<file path="config.mk">
export PLATFORM = sky130hd
export DESIGN_NAME = alu_mc_flat
export DESIGN_NICKNAME = d
export VERILOG_FILES = /design/src/rtl/alu_mc_if.sv /design/src/rtl/alu_mc.sv /design/src/flat_wrapper.sv
export SDC_FILE = /design/constraint.sdc
export NUM_CORES = 1
export LEC_CHECK = 0
export CAP_MARGIN = 20
export CORE_ASPECT_RATIO = 1.2
export CORE_MARGIN = 10
export CORE_UTILIZATION = 40
export DETAILED_ROUTE_END_ITERATION = 10
export PLACE_DENSITY = 0.66
export SLEW_MARGIN = 5
export SYNTH_ARGS = -nofsm -noshare
export SYNTH_HDL_FRONTEND = slang
export SYNTH_SLANG_ARGS = --single-unit
</file>
<file path="constraint.sdc">
create_clock -name i_clk -period 2.1 [get_ports i_clk]
set_input_delay 0.63 -clock i_clk [delete_from_list [all_inputs] [get_ports i_clk]]
set_output_delay 0.63 -clock i_clk [all_outputs]
set_load 0.05 [all_outputs]
</file>
<file path="src/rtl/alu_mc_if.sv">
// alu_mc_if: request/result handshake bundle for the multi-cycle ALU.
// master = pipeline side (issues requests, consumes results), slave = ALU side.
interface alu_mc_if #(
  parameter int XLEN = 32
);
  logic            i_valid;
  logic            o_ready;
  logic [4:0]      i_alu_op;
  logic [XLEN-1:0] i_operand_a;
  logic [XLEN-1:0] i_operand_b;
  logic            o_valid;
  logic            i_ready;
  logic [XLEN-1:0] o_alu_data;

  modport master (
    output i_valid, i_alu_op, i_operand_a, i_operand_b, i_ready,
    input  o_ready, o_valid, o_alu_data
  );

  modport slave (
    input  i_valid, i_alu_op, i_operand_a, i_operand_b, i_ready,
    output o_ready, o_valid, o_alu_data
  );
endinterface

</file>
<file path="src/rtl/alu_mc.sv">
// alu_mc: multi-cycle integer ALU with a registered valid/ready result.
// Base ops complete in one cycle; with ALU_MC_MEXT_EN defined, the RV32M-style
// multiply/divide/remainder ops iterate one bit per cycle (latency XLEN+2).
// Without ALU_MC_MEXT_EN the M codes behave as undefined ops (result 0).
module alu_mc #(
  parameter  int XLEN    = 32,
  localparam int SHAMT_W = $clog2(XLEN)
) (
  input  logic    i_clk,
  input  logic    i_reset,
  alu_mc_if.slave bus
);

  localparam logic [4:0] OP_ADD    = 5'd0;
  localparam logic [4:0] OP_SUB    = 5'd1;
  localparam logic [4:0] OP_SLT    = 5'd2;
  localparam logic [4:0] OP_SLTU   = 5'd3;
  localparam logic [4:0] OP_XOR    = 5'd4;
  localparam logic [4:0] OP_OR     = 5'd5;
  localparam logic [4:0] OP_AND    = 5'd6;
  localparam logic [4:0] OP_SLL    = 5'd7;
  localparam logic [4:0] OP_SRL    = 5'd8;
  localparam logic [4:0] OP_SRA    = 5'd9;

`ifdef ALU_MC_MEXT_EN
  localparam logic [4:0] OP_MUL    = 5'd16;
  localparam logic [4:0] OP_MULH   = 5'd17;
  localparam logic [4:0] OP_MULHSU = 5'd18;
  localparam logic [4:0] OP_MULHU  = 5'd19;
  localparam logic [4:0] OP_DIV    = 5'd20;
  localparam logic [4:0] OP_DIVU   = 5'd21;
  localparam logic [4:0] OP_REM    = 5'd22;
  localparam int         CNT_W     = $clog2(XLEN + 1);

  typedef enum logic [2:0] {S_IDLE, S_MUL, S_DIV, S_FIX, S_DONE} state_t;

  // What FIX needs to know about the in-flight M op.
  typedef struct packed {
    logic [4:0] op;
    logic       neg_p;  // product / quotient must be negated
    logic       neg_r;  // remainder must be negated (follows dividend)
  } mreq_t;
`else
  typedef enum logic [2:0] {S_IDLE, S_DONE} state_t;
`endif

  state_t             r_state, w_nstate;
  logic               w_ready, w_valid, w_accept;
  logic [XLEN-1:0]    r_result;
  logic [XLEN-1:0]    w_a, w_b, w_base, w_accept_data;
  logic [SHAMT_W-1:0] w_sh;

  assign w_a      = bus.i_operand_a;
  assign w_b      = bus.i_operand_b;
  assign w_sh     = w_b[SHAMT_W-1:0];
  assign w_accept = bus.i_valid && (r_state == S_IDLE);

  // Single-cycle result for base ops; anything unrecognised yields 0.
  always_comb begin
    w_base = '0;
    case (bus.i_alu_op)
      OP_ADD:  w_base = w_a + w_b;
      OP_SUB:  w_base = w_a - w_b;
      OP_SLT:  w_base = {{(XLEN-1){1'b0}}, $signed(w_a) < $signed(w_b)};
      OP_SLTU: w_base = {{(XLEN-1){1'b0}}, w_a < w_b};
      OP_XOR:  w_base = w_a ^ w_b;
      OP_OR:   w_base = w_a | w_b;
      OP_AND:  w_base = w_a & w_b;
      OP_SLL:  w_base = w_a << w_sh;
      OP_SRL:  w_base = w_a >> w_sh;
      OP_SRA:  w_base = $unsigned($signed(w_a) >>> w_sh);
      default: w_base = '0;
    endcase
  end

`ifdef ALU_MC_MEXT_EN
  mreq_t           r_req;
  logic [CNT_W-1:0] r_cnt;
  logic [XLEN-1:0] r_acc;   // product high half / partial remainder
  logic [XLEN-1:0] r_lo;    // multiplier -> product low half / dividend -> quotient
  logic [XLEN-1:0] r_opd;   // multiplicand / divisor magnitude
  logic            w_is_m, w_is_div, w_sa, w_sb, w_na, w_nb;
  logic            w_divz, w_ovf, w_special, w_iter;
  logic [XLEN-1:0] w_ma, w_mb, w_special_data, w_fix;
  logic [XLEN:0]   w_mul_sum, w_div_sub;
  logic [2*XLEN-1:0] w_prod;

  assign w_is_m   = (bus.i_alu_op[4:3] == 2'b10);
  assign w_is_div = bus.i_alu_op[2];
  assign w_sa     = (bus.i_alu_op == OP_MULH) || (bus.i_alu_op == OP_MULHSU) ||
                    (bus.i_alu_op == OP_DIV)  || (bus.i_alu_op == OP_REM);
  assign w_sb     = (bus.i_alu_op == OP_MULH) || (bus.i_alu_op == OP_DIV) ||
                    (bus.i_alu_op == OP_REM);
  assign w_na     = w_sa && w_a[XLEN-1];
  assign w_nb     = w_sb && w_b[XLEN-1];
  assign w_ma     = w_na ? -w_a : w_a;
  assign w_mb     = w_nb ? -w_b : w_b;

  // Divide corner cases resolve at accept without iterating.
  assign w_divz   = (w_b == '0);
  assign w_ovf    = ((bus.i_alu_op == OP_DIV) || (bus.i_alu_op == OP_REM)) &&
                    (w_a == {1'b1, {(XLEN-1){1'b0}}}) && (&w_b);
  assign w_special = w_is_m && w_is_div && (w_divz || w_ovf);
  // op[1] separates REM/REMU from DIV/DIVU.
  assign w_special_data = w_divz ? (bus.i_alu_op[1] ? w_a : '1)
                                 : (bus.i_alu_op[1] ? '0  : w_a);
  assign w_iter        = w_is_m && !w_special;
  assign w_accept_data = w_special ? w_special_data : w_base;

  assign w_mul_sum = {1'b0, r_acc} + (r_lo[0] ? {1'b0, r_opd} : '0);
  assign w_div_sub = {r_acc, r_lo[XLEN-1]} - {1'b0, r_opd};
  assign w_prod    = r_req.neg_p ? -{r_acc, r_lo} : {r_acc, r_lo};

  // Sign correction and half/quotient/remainder select.
  always_comb begin
    w_fix = '0;
    case (r_req.op)
      OP_MUL:                       w_fix = w_prod[XLEN-1:0];
      OP_MULH, OP_MULHSU, OP_MULHU: w_fix = w_prod[2*XLEN-1:XLEN];
      OP_DIV, OP_DIVU:              w_fix = r_req.neg_p ? -r_lo : r_lo;
      default:                      w_fix = r_req.neg_r ? -r_acc : r_acc;
    endcase
  end

  // Iterative shift-add multiply / restoring divide on operand magnitudes.
  always_ff @(posedge i_clk or posedge i_reset) begin
    if (i_reset) begin
      r_req <= '0;
      r_cnt <= '0;
      r_acc <= '0;
      r_lo  <= '0;
      r_opd <= '0;
    end else begin
      case (r_state)
        S_IDLE: if (w_accept && w_iter) begin
          r_req.op    <= bus.i_alu_op;
          r_req.neg_p <= w_na ^ w_nb;
          r_req.neg_r <= w_na;
          r_cnt       <= CNT_W'(XLEN);
          r_acc       <= '0;
          r_lo        <= w_is_div ? w_ma : w_mb;
          r_opd       <= w_is_div ? w_mb : w_ma;
        end
        S_MUL: begin
          r_acc <= w_mul_sum[XLEN:1];
          r_lo  <= {w_mul_sum[0], r_lo[XLEN-1:1]};
          r_cnt <= r_cnt - 1'b1;
        end
        S_DIV: begin
          r_acc <= w_div_sub[XLEN] ? {r_acc[XLEN-2:0], r_lo[XLEN-1]} : w_div_sub[XLEN-1:0];
          r_lo  <= {r_lo[XLEN-2:0], ~w_div_sub[XLEN]};
          r_cnt <= r_cnt - 1'b1;
        end
        default: ;
      endcase
    end
  end
`else
  assign w_accept_data = w_base;
`endif

  // State register.
  always_ff @(posedge i_clk or posedge i_reset) begin
    if (i_reset) r_state <= S_IDLE;
    else         r_state <= w_nstate;
  end

  // Next state and handshake outputs.
  always_comb begin
    w_nstate = r_state;
    w_ready  = 1'b0;
    w_valid  = 1'b0;
    case (r_state)
      S_IDLE: begin
        w_ready = 1'b1;
        if (bus.i_valid) w_nstate = S_DONE;
`ifdef ALU_MC_MEXT_EN
        if (bus.i_valid && w_iter) w_nstate = w_is_div ? S_DIV : S_MUL;
`endif
      end
`ifdef ALU_MC_MEXT_EN
      S_MUL, S_DIV: if (r_cnt == CNT_W'(1)) w_nstate = S_FIX;
      S_FIX:        w_nstate = S_DONE;
`endif
      S_DONE: begin
        w_valid = 1'b1;
        if (bus.i_ready) w_nstate = S_IDLE;
      end
      default: w_nstate = S_IDLE;
    endcase
  end

  // Result register: written on entry to DONE, held until the next result.
  always_ff @(posedge i_clk or posedge i_reset) begin
    if (i_reset)                            r_result <= '0;
    else if (w_accept && w_nstate == S_DONE) r_result <= w_accept_data;
`ifdef ALU_MC_MEXT_EN
    else if (r_state == S_FIX)              r_result <= w_fix;
`endif
  end

  assign bus.o_ready    = w_ready;
  assign bus.o_valid    = w_valid;
  assign bus.o_alu_data = r_result;

endmodule

</file>
<file path="src/flat_wrapper.sv">
// flat-port wrapper written by rule: the top's interface ports become plain ports
module alu_mc_flat 
#(
  parameter  int XLEN    = 32,
  localparam int SHAMT_W = $clog2(XLEN)
)
  (i_clk, i_reset, bus_i_valid, bus_i_alu_op, bus_i_operand_a, bus_i_operand_b, bus_i_ready, bus_o_ready, bus_o_valid, bus_o_alu_data);
  alu_mc_if #(.XLEN(XLEN)) bus_i ();
  input  logic i_clk;
  input  logic i_reset;
  input wire logic [$bits(bus_i.i_valid)-1:0] bus_i_valid;
  input wire logic [$bits(bus_i.i_alu_op)-1:0] bus_i_alu_op;
  input wire logic [$bits(bus_i.i_operand_a)-1:0] bus_i_operand_a;
  input wire logic [$bits(bus_i.i_operand_b)-1:0] bus_i_operand_b;
  input wire logic [$bits(bus_i.i_ready)-1:0] bus_i_ready;
  output wire logic [$bits(bus_i.o_ready)-1:0] bus_o_ready;
  output wire logic [$bits(bus_i.o_valid)-1:0] bus_o_valid;
  output wire logic [$bits(bus_i.o_alu_data)-1:0] bus_o_alu_data;
  assign bus_i.i_valid = bus_i_valid;
  assign bus_i.i_alu_op = bus_i_alu_op;
  assign bus_i.i_operand_a = bus_i_operand_a;
  assign bus_i.i_operand_b = bus_i_operand_b;
  assign bus_i.i_ready = bus_i_ready;
  assign bus_o_ready = bus_i.o_ready;
  assign bus_o_valid = bus_i.o_valid;
  assign bus_o_alu_data = bus_i.o_alu_data;
  alu_mc #(.XLEN(XLEN)) u_core (.i_clk(i_clk), .i_reset(i_reset), .bus(bus_i));
endmodule
</file>
==> results of run 1 <==
[how the worst max path moves through the flow]
stage | to | cells after the start
5_1_grt | u_core.bus.o_alu_data[28]$_DFFE_PP0P_ | 15
6_report | u_core.bus.o_alu_data[30]$_DFFE_PP0P_ | 13
4_1_cts | u_core.bus.o_alu_data[24]$_DFFE_PP0P_ | 13
2_1_floorplan | u_core.bus.o_alu_data[24]$_DFFE_PP0P_ | 15
3_3_place_gp | u_core.bus.o_alu_data[26]$_DFFE_PP0P_ | 13
3_5_place_dp | u_core.bus.o_alu_data[26]$_DFFE_PP0P_ | 13
[Yosys cell counts (22+ instances only)]
| library cell | n | area, µm² |
|---|---|---|
| sky130_fd_sc_hd__mux4_2 | 62 | 1400 |
| sky130_fd_sc_hd__a21oi_1 | 130 | 651 |
| sky130_fd_sc_hd__mux2i_1 | 33 | 330 |
| sky130_fd_sc_hd__o21ai_0 | 90 | 450 |
| sky130_fd_sc_hd__buf_2 | 22 | 110 |
| sky130_fd_sc_hd__ha_1 | 97 | 1210 |
| sky130_fd_sc_hd__nor3_1 | 42 | 210 |
| sky130_fd_sc_hd__dfrtp_1 | 35 | 876 |
| sky130_fd_sc_hd__inv_1 | 89 | 334 |
| sky130_fd_sc_hd__nand3_1 | 23 | 115 |
| sky130_fd_sc_hd__clkbuf_1 | 68 | 255 |
| sky130_fd_sc_hd__nand2_1 | 111 | 417 |
| sky130_fd_sc_hd__nor2_1 | 197 | 739 |
[critical path, cell delays in order]
cell                        delay (ps)
sky130_fd_sc_hd__buf_8             110
sky130_fd_sc_hd__ha_4              160
sky130_fd_sc_hd__fa_2              350
sky130_fd_sc_hd__o21ba_4           240
sky130_fd_sc_hd__or4_4             530
sky130_fd_sc_hd__a2111oi_4         430
sky130_fd_sc_hd__o211ai_2          200
sky130_fd_sc_hd__a21oi_4           190
sky130_fd_sc_hd__buf_6             130
sky130_fd_sc_hd__o221ai_4          110
sky130_fd_sc_hd__and3b_1           200
sky130_fd_sc_hd__o211ai_2          140
sky130_fd_sc_hd__o211ai_1           90
[flip-flops by register name (all words and copies together) (netlist names)]
name	flops
u_core.bus.o_alu_data	32
u_core.r_state	3
[power by group through the flow]
| stage | clock [mW] | sequential (mW) | combinational, mW |
|---|---|---|---|
| after floorplan | 0 | 0.819 | 1.70 |
| after global placement | 0 | 0.739 | 3.59 |
| after detailed placement | 0 | 0.739 | 3.61 |
| after CTS | 0.790 | 0.727 | 4.09 |
| after global routing | 0.822 | 0.729 | 4.82 |
| final | 0.788 | 0.727 | 4.63 |
[area by class of cell]
cell class              instances  area, µm²  area share
repair buffers                713       5970       0.339
clock inverters                 3       15.0    0.000852
clock buffers                   5        125     0.00710
flip-flops and latches         35        876      0.0497
well taps                     325        407      0.0231
inverters                      96        414      0.0235
multi-input cells            1137       9810       0.557
[per-layer routing]
metal | share of wire | track usage | wire length, µm
met3 | 0.11 | 0.0510 | 6630
met2 | 0.45 | 0.585 | 28000
met4 | 0.062 | 0.151 | 3850
met1 | 0.38 | 0.473 | 23500
met5 | 0 | 0 | 0
[metrics by stage]
step,setup TNS [ps],util,total power [mW],instance area [µm²]
floorplan,-27570,-,2.52,10200
global placement,-53570,0.605,4.32,14900
detailed placement,-54840,0.605,4.35,14900
CTS,-28690,0.674,5.61,16600
global route,-30940,0.716,6.37,17600
finish,-28620,0.716,6.14,17600
[cell usage in the layout (no fill, tap or decap), types with 10 or more instances in the layout]
cell type                         instances
sky130_fd_sc_hd__o31ai_1                 11
sky130_fd_sc_hd__nand3_1                 23
sky130_fd_sc_hd__a21oi_4                 12
sky130_fd_sc_hd__ha_1                    52
sky130_fd_sc_hd__ha_4                    33
sky130_fd_sc_hd__nor3_1                  28
sky130_fd_sc_hd__o211ai_1                20
sky130_fd_sc_hd__buf_6                   52
sky130_fd_sc_hd__o21ai_0                 58
sky130_fd_sc_hd__o21ai_1                 34
sky130_fd_sc_hd__a21oi_2                 17
sky130_fd_sc_hd__a21o_1                  13
sky130_fd_sc_hd__buf_2                   16
sky130_fd_sc_hd__clkdlybuf4s50_1         15
sky130_fd_sc_hd__dfrtp_1                 35
sky130_fd_sc_hd__a221oi_1                14
sky130_fd_sc_hd__a21oi_1                102
sky130_fd_sc_hd__inv_1                   49
sky130_fd_sc_hd__a22oi_1                 14
sky130_fd_sc_hd__clkbuf_2                11
sky130_fd_sc_hd__mux4_2                  62
sky130_fd_sc_hd__buf_4                  569
sky130_fd_sc_hd__buf_12                  18
sky130_fd_sc_hd__inv_2                   33
sky130_fd_sc_hd__nand2_1                107
sky130_fd_sc_hd__o21ai_2                 14
sky130_fd_sc_hd__dlygate4sd2_1           15
sky130_fd_sc_hd__ha_2                    12
sky130_fd_sc_hd__nor2_1                 185
sky130_fd_sc_hd__xnor2_1                 13
sky130_fd_sc_hd__a31oi_1                 15
sky130_fd_sc_hd__mux2i_1                 26
sky130_fd_sc_hd__a211oi_1                10
[timing repair]
| item | CTS | global route |
|---|---|---|
| cloned | 5 | 1 |
| resized for setup | 364 | 222 |
| hold buffers | 0 | 0 |
| setup buffers | 53 | 52 |
| pin swaps | 72 | 103 |
| setup endpoints to repair | 32 | 32 |
[cell families (layout without fill, tap and decap cells)]
group                    count (synthesis)  in the layout
adder cells (fa/ha/maj)                 99             99
multiplexers                            98             98
AO/OA/AOI/OAI                          469            469
flip-flops                              35             35
buffers and inverters                  202            817
AND/OR/NAND/NOR                        453            453
XOR/XNOR                                16             16
other                                    1              2
==> impl_results.rst, run 1 <==
.. list-table::
   :header-rows: 1

   * - Metric
     - Value
   * - Slew at the pin with the worst max-slew slack
     - 687 ps
   * - Hold wc startpoint
     - u_core.bus.o_alu_data[10]$_DFFE_PP0P_
   * - Power dissipated by switching net loads
     - 2.81 mW
   * - Min-Delay Endpoint
     - u_core.bus.o_alu_data[10]$_DFFE_PP0P_
   * - CTS max path bufs
     - 2
   * - Core box area
     - roughly 25000 µm²
   * - Run status
     - finished with violations
   * - Worst setup timing slack at the placement stage
     - -2200 ps
   * - Mean post-synth cell area
     - 7.23 µm²
   * - Violated checks
     - negative setup slack
   * - Global-route wire length before repair
     - around 86 mm
   * - Number of global-route vias before repair
     - 13700
   * - Row Count
     - 63
   * - Post-layout min period
     - 3330 ps
   * - Synthesized flop and latch total
     - 35
   * - Placed wire-length estimate after detailed placement
     - 45.6 mm
   * - Number of max-capacitance violations reported
     - 0
   * - Overflow left after global routing
     - 0
   * - Main combinational cell family by area after synthesis
     - compound AO/OA/AOI/OAI gates
   * - I/O Buffers
     - 106
   * - Number of inserted diodes
     - 0
   * - Remaining antenna violation count
     - 0
   * - Internal Pwr Total
     - 3.33 mW
   * - Kind of capture point of the worst setup path
     - flop
   * - DRC violations left
     - 0
   * - Share of cell area taken by muxes after synthesis
     - 0.177
   * - Kind of launch point of the worst setup path
     - input port
   * - Fraction of final layout cells with drive strength greater than 1
     - 0.509
   * - Die Footprint
     - 31600 µm²
   * - Clock-pin slew reported for the worst setup and hold paths after clock tree synthesis
     - around 70 ps
   * - Clock Latency Late Sink
     - just over 300 ps
   * - Final period utilization
     - 1.59
   * - Reg-to-reg critical path startpoint
     - u_core.r_state[2]$_DFF_PP0_
   * - Antenna violations before repair
     - 0
   * - Via count
     - 14800
   * - Clock tree from TritonCTS
     - built
   * - Switching share of power
     - 0.458
   * - Pin count of the biggest net entering global routing
     - 73
   * - Setup clock skew after layout
     - 7.29 ps
   * - Worst reg2reg endpoint
     - u_core.bus.o_alu_data[31]$_DFFE_PP0P_
   * - Worst Setup Slack, final
     - -1230 ps
   * - Placed Cells incl. Taps
     - 2202
   * - Number of cells in the finished layout apart from fillers
     - about 2300
   * - Violation count after the first detailed-route iteration
     - ~2100
   * - DRT Wirelength
     - roughly 62 mm
   * - Global placer's final weighted congestion
     - 1.05
   * - Net total in the final layout
     - 2160
   * - Number of top-level design ports
     - 107
   * - Kind of critical path
     - input port to flop
   * - Number of cells on the worst hold path
     - 2
   * - Die boundary width
     - roughly 160 µm
   * - Initial Util
     - 0.404
   * - Number of endpoints with negative hold slack in the final report
     - 0
   * - Number of H-tree branching levels
     - 2
   * - Wirelength per Cell
     - 26.8 µm
   * - All-layer global routing usage
     - 0.362
   * - Synthesized-area fraction occupied by adder cells
     - 0.126
   * - Count of warnings emitted by yosys
     - 0
   * - Worst Path Max Fanout
     - 4
   * - Sequential fraction of the synthesis area
     - 0.0882
   * - P_leak
     - 7.90 nW
   * - Clk Tree Root Cell
     - sky130_fd_sc_hd__clkbuf_16
   * - Slew margin rel.
     - 0.537
   * - Post-synthesis instance total
     - 1373
   * - Synth Area in Compound Gates
     - 0.309
   * - Most frequently used flop master after synthesis
     - sky130_fd_sc_hd__dfrtp_1
   * - Power share of the sequential group
     - 0.118
   * - Power density over cell area
     - around 350 nW/µm²
   * - Number of iterations in the first detailed-routing pass
     - 6
   * - Length in cells of the worst reg-to-reg path
     - 9
   * - Via count normalized by instance count
     - 6.41
   * - Comb pwr share
     - 0.754
   * - Final Setup Violations
     - 32
   * - Hold WC Path Type
     - flop to flop
   * - Clock tree sinks
     - 35
   * - Pins Over Slew Limit
     - 0
   * - Number of enable-type register cells in the synthesized netlist
     - 0
   * - Unique cell type count in the Yosys netlist
     - 83
   * - Post-synth ARST share
     - 1.00
   * - Total standard cell area after synthesis
     - 9930 µm²
   * - Minimum setup slack among reg-to-reg paths
     - ~80 ps
   * - Crit path arrival time
     - 3520 ps
   * - Total of fill cells in the finished design
     - approximately 2000
   * - Worst hold margin
     - 483 ps
   * - Layout overhead on the synthesized area
     - 77.3%
   * - Clock power share
     - 0.128
   * - Number of buffers created by CTS
     - 5
   * - Launch point of the worst path
     - bus_i_operand_b[0]
   * - VDD IR max
     - 0.289 mV
   * - CP required
     - 2290 ps
   * - Timing-limited maximum frequency
     - 300 MHz
   * - Die height
     - 193 µm
   * - Setup repair after global routing missed its margin
     - yes
   * - Post-synthesis simple-gate area fraction
     - 0.204
   * - Post-Synth XOR/XNOR Area
     - 0.0141
Note: power is estimated with default switching activity, not from simulation.
==> run 2, diff against run 1 <==
--- a/config.mk
+++ b/config.mk
@@ -8,9 +8,10 @@
 export CAP_MARGIN = 20
 export CORE_ASPECT_RATIO = 1.2
 export CORE_MARGIN = 10
-export CORE_UTILIZATION = 40
+export CORE_UTILIZATION = 41
 export DETAILED_ROUTE_END_ITERATION = 10
-export PLACE_DENSITY = 0.66
+export PLACE_DENSITY = 0.67
+export SKIP_LAST_GASP = 1
 export SLEW_MARGIN = 5
 export SYNTH_ARGS = -nofsm -noshare
 export SYNTH_HDL_FRONTEND = slang
==> impl_results.rst, run 2 (same netlist as run 1, synthesis figures left out) <==
.. list-table::
   :header-rows: 1

   * - Metric
     - Value
   * - Timing-limited maximum frequency
     - 295 MHz (-1.7%)
   * - Final-layout setup total negative slack
     - -32290 ps (-3670 ps)
   * - Die boundary width
     - 162 µm (-1.1%)
   * - Violated checks
     - negative setup slack
   * - I/O Buffers
     - 106 (unchanged)
   * - Final period utilization
     - 1.62 (+0.0270)
   * - Number of iterations in the first detailed-routing pass
     - 7 (+1)
   * - Die Footprint
     - 30900 µm² (-2.2%)
   * - Post-layout min period
     - 3390 ps (+56.8 ps)
   * - Run status
     - finished with violations
   * - P_leak
     - 8.02 nW (+1.5%)
   * - Biggest cell delay along the critical path
     - 460 ps (-70 ps)
   * - Number of max-capacitance violations reported
     - 0 (unchanged)
   * - Kind of cell with the highest combined delay on the critical path
     - compound AO/OA/AOI/OAI gates
   * - CTS max path bufs
     - 2 (unchanged)
   * - Remaining antenna violation count
     - 0 (unchanged)
   * - Power after layout
     - 6.12 mW (-0.45%)
   * - Setup clock skew after layout
     - 8.97 ps (+1.67 ps)
   * - CP required
     - 2270 ps (-20 ps)
   * - Row Count
     - 62 (-1.6%)
   * - VDD IR max
     - 0.290 mV (+0.34%)
   * - Power density over cell area
     - 345 nW/µm² (-1.1%)
   * - Sum of buffers and inverters on the critical path
     - 7 (+5)
   * - Die height
     - 191 µm (-1.1%)
   * - Number of buffers created by CTS
     - 5 (unchanged)
   * - Number of H-tree branching levels
     - 2 (unchanged)
   * - Wirelength per Cell
     - 25.9 µm (-3.2%)
   * - Number of global-route vias before repair
     - 13800 (+0.64%)
   * - Final cell area excluding filler cells
     - 17700 µm² (+0.67%)
   * - Kind of capture point of the worst setup path
     - flop
   * - Clk Tree Root Cell
     - sky130_fd_sc_hd__clkbuf_16
   * - Number of inserted diodes
     - 0 (unchanged)
   * - Crit path arrival time
     - 3560 ps (+40 ps)
   * - Clock Latency Late Sink
     - 300 ps (about the same)
   * - Total of fill cells in the finished design
     - 1912 (-2.6%)
   * - Initial Util
     - 0.416 (+0.0118)
   * - Setup repair after global routing missed its margin
     - yes
   * - Slew margin rel.
     - 0.559 (+0.0222)
   * - Net total in the final layout
     - 2170 (+0.46%)
   * - Number of endpoints with negative hold slack in the final report
     - 0 (unchanged)
   * - Global placer's final weighted congestion
     - 1.05 (+0.30%)
   * - Cells along the critical path
     - buf_8, inv_6, ha_4, fa_2, o21ba_4, or4_4, buf_4, buf_6, a2111oi_4, nor2b_2, a31oi_1, buf_4, o31ai_2, a31oi_1, buf_4, buf_4, a211oi_2
   * - Commonest non-fill, non-tap cell in the layout
     - sky130_fd_sc_hd__buf_4
   * - Core occupancy in the finished layout
     - 0.742 (+0.0259)
   * - Hold WC Path Type
     - flop to flop
   * - Largest register FFs
     - 32 (unchanged)
   * - Clock tree from TritonCTS
     - built
   * - Violation count after the first detailed-route iteration
     - 1760 (-16%)
   * - Antenna violations before repair
     - 0 (unchanged)
   * - Worst setup timing slack at the placement stage
     - -2150 ps (+52.3 ps)
   * - Final Setup Violations
     - 32 (unchanged)
   * - Pins Over Slew Limit
     - 0 (unchanged)
   * - Most frequent cells in the layout
     - sky130_fd_sc_hd__buf_4, sky130_fd_sc_hd__nor2_1, sky130_fd_sc_hd__nand2_1, sky130_fd_sc_hd__a21oi_1, sky130_fd_sc_hd__ha_1
   * - Layout overhead on the synthesized area
     - 78.5%
   * - Pin count of the biggest net entering global routing
     - 52 (-29%)
   * - Overflow left after global routing
     - 0 (unchanged)
   * - DRC violations left
     - 0 (unchanged)
   * - Worst Path Max Fanout
     - 2 (-2)
   * - Clock-pin slew reported for the worst setup and hold paths after clock tree synthesis
     - 60 ps (about the same)
   * - Slew at the pin with the worst max-slew slack
     - 661 ps (-26.1 ps)
   * - DRT Wirelength
     - 60.1 mm (-3.1%)
   * - Critical Path Most Common Cell
     - sky130_fd_sc_hd__buf_4
   * - Placement-stage cell area
     - 14900 µm² (+0.33%)
   * - Fraction of final layout cells with drive strength greater than 1
     - 0.510 (about the same)
   * - Worst path slowest cell
     - sky130_fd_sc_hd__or4_4
   * - Worst Setup Slack, final
     - -1290 ps (-56.8 ps)
   * - Via count normalized by instance count
     - 6.27 (-2.2%)
   * - Core box area
     - 23900 µm² (-2.8%)
   * - Clock tree sinks
     - 35 (unchanged)
   * - Number of top-level design ports
     - 107 (unchanged)
   * - All-layer global routing usage
     - 0.358 (-0.00380)
   * - Kind of critical path
     - input port to flop
   * - Via count
     - 14500 (-2.0%)
   * - Kind of launch point of the worst setup path
     - input port
   * - Global-route wire length before repair
     - 85.2 mm (-1.4%)
   * - Placed wire-length estimate after detailed placement
     - 44.5 mm (-2.3%)
==> run 2: routing by layer <==
layer  track usage  vias up  share of wire
met3        0.0546      227          0.099
met4         0.165        0          0.063
met2         0.569      974           0.45
met5             0        -              0
met1         0.468     6979           0.39
li1              -     6360              -
==> run 2: worst register-to-register path, delay by kind of cell, from the launching register on <==
family | cells | cell delay, ps
and+or+nand+nor | 5 | 830
AOI/OAI and AO/OA | 3 | 640
DFF | 1 | 400
buffers and inverters | 1 | 160
==> run 2: timing repair <==
action	CTS	global route
buffers inserted	65	56
gates resized for setup	317	216
pin swaps	92	97
setup endpoints to repair	32	32
gates cloned	4	2
hold buffers	0	0
==> run 2: report_power, final <==
part,switching (mW),leakage (nW),total [mW],internal (mW)
logic,2.41,7.47,4.58,2.17
clock network,0.347,0.0727,0.812,0.465
registers,0.0209,0.480,0.723,0.702
==> run 2: worst paths after layout <==
check	start	endpoint	slack [ps]	depth (start not counted)
worst min register to register	u_core.bus.o_alu_data[4]$_DFFE_PP0P_	u_core.bus.o_alu_data[4]$_DFFE_PP0P_	490	2
worst min-delay path	u_core.bus.o_alu_data[4]$_DFFE_PP0P_	u_core.bus.o_alu_data[4]$_DFFE_PP0P_	490	2
worst max register to register	u_core.r_state[2]$_DFF_PP0_	u_core.bus.o_alu_data[26]$_DFFE_PP0P_	-50	9
max in group asynchronous	i_reset	u_core.bus.o_alu_data[26]$_DFFE_PP0P_	1150	3
min in group asynchronous	i_reset	u_core.bus.o_alu_data[7]$_DFFE_PP0P_	720	3
worst max-delay path	bus_i_operand_a[0]	u_core.bus.o_alu_data[26]$_DFFE_PP0P_	-1290	17
==> run 2: through the flow <==
step                      std cells  hold WS (ps)
final                          2318           485
after global routing           2318           517
after CTS                      2275           490
after detailed placement       2201           477
after global placement         2201           472
after floorplan                1374           568
==> run 2: layout make-up <==
type	instances	area (µm²)	area share
clock inverter	1	5.00	0.000282
tap	320	400	0.0226
multi-input combinational	1137	9810	0.553
sequential	35	876	0.0494
inverter	96	399	0.0225
clock buffer	6	139	0.00783
timing repair buffer	723	6100	0.344
